`config.mk`:
```
export PLATFORM = sky130hd
export DESIGN_NAME = coin_conditioner
export DESIGN_NICKNAME = d
export VERILOG_FILES = /design/src/rtl/coin_conditioner.sv
export SDC_FILE = /design/constraint.sdc
export NUM_CORES = 1
export LEC_CHECK = 0
export ABC_CLOCK_PERIOD_IN_PS = 3400
export CAP_MARGIN = 20
export CORE_MARGIN = 2
export CORE_UTILIZATION = 25
export CTS_CLUSTER_DIAMETER = 120
export DETAILED_ROUTE_END_ITERATION = 8
export SYNTH_ARGS = -nofsm -noshare
export SYNTH_HDL_FRONTEND = slang
export SYNTH_SLANG_ARGS = --single-unit
export TNS_END_PERCENT = 5
```
`constraint.sdc`:
```
create_clock -name clk -period 3.4 [get_ports clk]
set_input_delay 0.34 -clock clk [delete_from_list [all_inputs] [get_ports clk]]
set_output_delay 0.34 -clock clk [all_outputs]
set_load 0.01 [all_outputs]
```
`src/rtl/coin_conditioner.sv`:
```
// coin_conditioner: synchronizes and debounces three coin-slot sensors, turns
// each accepted insertion into one coin code, buffers the codes in a small
// FIFO and presents them to the vending FSM as single-cycle pulses that are
// held back while the FSM is dispensing.
module coin_conditioner #(
    parameter int DEBOUNCE_CYCLES = 16,
    parameter int DEPTH           = 4
) (
    input  logic                       clk,
    input  logic                       rst,
    input  logic                       sns_5,
    input  logic                       sns_10,
    input  logic                       sns_20,
    input  logic                       hold,
    output logic [1:0]                 coin_out,
    output logic                       reject,
    output logic [$clog2(DEPTH+1)-1:0] fifo_count,
    output logic [7:0]                 reject_count
);

    localparam int               PTR_W    = $clog2(DEPTH);
    localparam int               CNT_W    = $clog2(DEPTH + 1);
    localparam logic [7:0]       DB_LAST  = 8'(DEBOUNCE_CYCLES - 1);
    localparam logic [CNT_W-1:0] FULL_LVL = CNT_W'(DEPTH);

    // Sensor bit i: 0 = 5 units, 1 = 10 units, 2 = 20 units.
    logic [2:0]       raw_s;
    logic [2:0]       sync1_r;
    logic [2:0]       sync2_r;
    logic [2:0]       deb_r;
    logic [7:0]       cnt_r [3];
    logic [2:0]       rise_s;
    logic [1:0]       ev_code_s;
    logic             single_s;
    logic             multi_s;
    logic             full_s;
    logic             pop_s;
    logic             push_s;
    logic             reject_s;
    logic [1:0]       mem_r [DEPTH];
    logic [PTR_W-1:0] wr_ptr_r;
    logic [PTR_W-1:0] rd_ptr_r;

    assign raw_s = {sns_20, sns_10, sns_5};

    // Two-flop synchronizer for the asynchronous sensor inputs.
    always_ff @(posedge clk) begin
        if (rst) begin
            sync1_r <= 3'b000;
            sync2_r <= 3'b000;
        end else begin
            sync1_r <= raw_s;
            sync2_r <= sync1_r;
        end
    end

    // Debounce: the level only follows the synchronized input after it has
    // disagreed for DEBOUNCE_CYCLES consecutive cycles.
    always_ff @(posedge clk) begin
        if (rst) begin
            deb_r <= 3'b000;
            for (int i = 0; i < 3; i++) begin
                cnt_r[i] <= 8'd0;
            end
        end else begin
            for (int i = 0; i < 3; i++) begin
                if (sync2_r[i] == deb_r[i]) begin
                    cnt_r[i] <= 8'd0;
                end else if (cnt_r[i] == DB_LAST) begin
                    deb_r[i] <= sync2_r[i];
                    cnt_r[i] <= 8'd0;
                end else begin
                    cnt_r[i] <= cnt_r[i] + 8'd1;
                end
            end
        end
    end

    // An insertion is the debounced level rising on this very edge, so the
    // FIFO write lands on the same edge as the deb 0->1 transition.
    always_comb begin
        for (int i = 0; i < 3; i++) begin
            rise_s[i] = sync2_r[i] & ~deb_r[i] & (cnt_r[i] == DB_LAST);
        end
    end

    // Resolve simultaneous insertions and decide push / pop / reject.
    always_comb begin
        ev_code_s = 2'b00;
        single_s  = 1'b0;
        multi_s   = 1'b0;
        case (rise_s)
            3'b000: begin
                single_s = 1'b0;
            end
            3'b001: begin
                single_s  = 1'b1;
                ev_code_s = 2'b01;
            end
            3'b010: begin
                single_s  = 1'b1;
                ev_code_s = 2'b10;
            end
            3'b100: begin
                single_s  = 1'b1;
                ev_code_s = 2'b11;
            end
            default: begin
                multi_s = 1'b1;
            end
        endcase

        full_s = (fifo_count == FULL_LVL);
        // Popping only when the previous output was 00 enforces the gap cycle.
        if ((coin_out == 2'b00) && (fifo_count != {CNT_W{1'b0}}) && !hold) begin
            pop_s = 1'b1;
        end else begin
            pop_s = 1'b0;
        end

        if (single_s && (!full_s || pop_s)) begin
            push_s = 1'b1;
        end else begin
            push_s = 1'b0;
        end

        if (multi_s || (single_s && full_s && !pop_s)) begin
            reject_s = 1'b1;
        end else begin
            reject_s = 1'b0;
        end
    end

    // Coin FIFO storage, pointers (wrapping modulo DEPTH) and occupancy.
    always_ff @(posedge clk) begin
        if (rst) begin
            wr_ptr_r   <= {PTR_W{1'b0}};
            rd_ptr_r   <= {PTR_W{1'b0}};
            fifo_count <= {CNT_W{1'b0}};
            for (int i = 0; i < DEPTH; i++) begin
                mem_r[i] <= 2'b00;
            end
        end else begin
            if (push_s) begin
                mem_r[wr_ptr_r] <= ev_code_s;
                wr_ptr_r        <= wr_ptr_r + PTR_W'(1);
            end
            if (pop_s) begin
                rd_ptr_r <= rd_ptr_r + PTR_W'(1);
            end
            case ({push_s, pop_s})
                2'b10:   fifo_count <= fifo_count + CNT_W'(1);
                2'b01:   fifo_count <= fifo_count - CNT_W'(1);
                default: fifo_count <= fifo_count;
            endcase
        end
    end

    // Registered outputs: coin pulse, reject pulse and saturating reject tally.
    always_ff @(posedge clk) begin
        if (rst) begin
            coin_out     <= 2'b00;
            reject       <= 1'b0;
            reject_count <= 8'd0;
        end else begin
            coin_out <= pop_s ? mem_r[rd_ptr_r] : 2'b00;
            reject   <= reject_s;
            if (reject_s && (reject_count != 8'hFF)) begin
                reject_count <= reject_count + 8'd1;
            end else begin
                reject_count <= reject_count;
            end
        end
    end

endmodule

```
==> results.py <==
metrics = {
    "clocking": {
        "root_buffer": "clkbuf_16",
        "clock_latency_ps": 330,
        "cts_max_level": 3,
        "postCtsHoldBufs": 0,
        "cts_tree": "built",
        "clock_path_buffers": 2,
        "cts_setup_buffers": 0,
        "cts-buffers-inserted": 9,
        "clock-sinks": 59,
        "cts-resized-gates": 0,
        "clkSlewWorstSetupHoldPaths_ps": 50,
    },
    "global_routing": {
        "grt_pass1_wl_um": 8990,
        "grt.total_usage_pct": 9.17,
        "grt_start_max_net_pins": 45,
        "overflow": 0,
        "grt_pass1_vias": 1972,
        "antenna_found_initial": 0,
    },
    "final_layout": {
        "finalNonFillerCells": 471,
        "nets": 337,
        "layout_commonest_cell": "nor2_1",
        "most-common-layout-cells": "nor2_1 (50), edfxtp_1 (32), dfxtp_1 (27)",
        "fill_cells": 1172,
        "final_core_util_pct": 32.2,
        "drive_above_1_share_pct": 9.15,
        "synthToLayoutAreaGrowth_pct": 26.4,
        "antenna_cells": 0,
    },
    "power_and_ir_drop": {
        "p_per_area_mw_per_mm2": 559,
        "p_leak_nw": 1.33,
        "ir_drop_mv": 0.248,
    },
    "routing": {
        "firstDrtPassIters": 4,
        "drtAntennaViolNets": 0,
        "viasPerCell": 4.30,
        "drc": 0,
        "drtIter0Drc": 52,
        "wl_per_cell_um": 11.3,
        "routed-via-count": 2025,
        "wirelength_um": 5300,
    },
    "synth": {
        "avgSynthCellArea_um2": 10.3,
        "synthTopCellsByArea": "edfxtp_1 (33%), dfxtp_1 (19%), nor2_1 (6.5%)",
        "synth_top_cell_by_area": "edfxtp_1",
        "synth-async-reset-ratio_pct": 0,
        "synth-edff-count": 32,
        "yosys_register_bits": 59,
        "ys.flop_type": "edfxtp_1",
        "ys_types": 43,
        "seq_area_frac_synth_pct": 52.0,
        "synthCells": 279,
        "synth_top_area_share_pct": 33.3,
        "syn_area_mm2": 0.00289,
        "ys_warn_count": 0,
    },
    "timing": {
        "setup_viol": 0,
        "fmax_ghz": 0.349,
        "skew_ps": 4.56,
        "timing.setup.tns_ps": 0,
        "hold_violations": 0,
        "period_share_pct": 84.2,
        "maxSlewHeadroom_pct": 55.1,
        "rsz0062_at_grt": "no",
        "worst_slew_pin_slew_ps": 667,
        "finalCriticalPeriod_ps": 2860,
        "slew_violations": 0,
    },
    "flow_run": {
        "maxCapViolCount": 0,
    },
    "die": {
        "die_w_um": 111,
        "dieHeight_um": 111,
        "initial_core_util_pct": 25.5,
        "core-area_mm2": 0.0113,
        "pin_count": 20,
        "die-area_mm2": 0.0124,
        "rows": 39,
    },
    "critical_path": {
        "path_cells": "ha_1 > and3_1 > and3_1 > nor3_1 > o31ai_1 > fa_1 > and3_1 > a32oi_1 > mux2_2",
        "path_buf_inv": 0,
        "setup.worst_path.end_class": "flip-flop",
        "worstPathArrival_ps": 3080,
        "cp_num_cells": 9,
        "max_stage_delay_ps": 430,
        "crit_path_start_kind": "flip-flop",
        "ff2ff_path_depth": 9,
        "critPathMostFrequentCell": "and3_1",
        "criticalPathCategory": "reg2reg",
        "cpLargestDelayFamily": "simple AND/OR/NAND/NOR gates",
        "critPathRequiredTime_ps": 3620,
        "cp_max_fo": 5,
        "crit_path_top_delay_cell": "fa_1",
    },
    "placed_design": {
        "gp_congestion": 0.726,
        "place_hpwl_um": 3780,
        "post-place-cells": 455,
        "port_buffers": 19,
    },
    "worst_hold_path": {
        "hold_class": "reg2reg",
        "whs_path_depth": 1,
    },
    "outcome": {
        "outcome": "completed",
    },
}
[cell families (layout without fill, tap and decap cells)]
family / count (synthesis) / in the layout / share of synthesized area [%]
other: 1 / 24 / 0.130
and+or+nand+nor: 131 / 131 / 23.2
DFF: 59 / 59 / 52.0
adders and majority gates: 9 / 9 / 4.12
buffers and inverters: 20 / 46 / 2.91
muxes: 9 / 9 / 4.21
xor gates and xnor gates: 22 / 22 / 6.68
AOI/OAI and AO/OA: 28 / 28 / 6.76
[cells in the mapped netlist (all sizes together) (9+ instances only)]
library cell / instances
dfxtp: 27
nor4: 10
nor3: 9
xor2: 11
edfxtp: 32
inv: 9
nand2: 17
xnor2: 11
nor2: 50
nand3: 17
and3: 10
nor2b: 9
[worst register-to-register path, cell delays in order, from the launching register on]
cell and delay, ps:
edfxtp_1 410, ha_1 240, and3_1 250, and3_1 250, nor3_1 370, o31ai_1 150, fa_1 430, and3_1 150
a32oi_1 160, mux2_2 350
[metal layers]
layer	track usage, %	wire length (um)	up-vias	part of all wire (%)
li1	-	-	1052	-
met2	14.4	2510	23	47
met1	10.9	2480	943	47
met3	3.97	221	7	4.2
met5	0	0	-	0
met4	4.20	86	0	1.6
[layout make-up]
cell class                      count  area (um2)  share of cell area (%)
Clock buffer                       13         303                    8.30
Sequential cell                    59        1500                    41.2
Inverter                            9        33.8                   0.926
Tap cell                          143         179                    4.91
Multi-Input combinational cell    223        1390                    38.0
Timing Repair Buffer               21         205                    5.63
Clock inverter                      3        38.8                    1.06
[per-stage QoR]
stage / power, mW / setup WS (ps) / hold slack, ps / instance area [um2]
6_report: 2.04 / 538 / 438 / 3650
2_1_floorplan: 0.983 / 654 / 414 / 2970
4_1_cts: 2.06 / 534 / 443 / 3650
3_5_place_dp: 1.05 / 554 / 431 / 3310
5_1_grt: 2.13 / 320 / 455 / 3650
3_3_place_gp: 1.05 / 606 / 420 / 3310
[where the power goes]
group / leakage (nW) / internal (mW) / switching, mW
Clock: 0.170 / 0.692 / 0.308
Combinational: 0.607 / 0.111 / 0.0965
Sequential: 0.549 / 0.790 / 0.0405
[registers in the layout (all words and copies together), names as in the netlist]
signal	count
cnt_r	24
mem_r	8
reject_count	8
deb_r	3
fifo_count	3
sync1_r	3
sync2_r	3
coin_out	2
rd_ptr_r	2
wr_ptr_r	2
reject	1
[final timing paths]
| path | from | slack (ps) | endpoint |
|---|---|---|---|
| max | cnt_r[2][0]$_SDFFCE_PN0P_ | 540 | fifo_count[2]$_SDFFE_PP0P_ |
| min reg2reg | sync1_r[2]$_SDFF_PP0_ | 440 | sync2_r[2]$_SDFF_PP0_ |
| min | sync1_r[2]$_SDFF_PP0_ | 440 | sync2_r[2]$_SDFF_PP0_ |
| max reg2reg | cnt_r[2][0]$_SDFFCE_PN0P_ | 540 | fifo_count[2]$_SDFFE_PP0P_ |
Power figures use the tool's default switching activity.
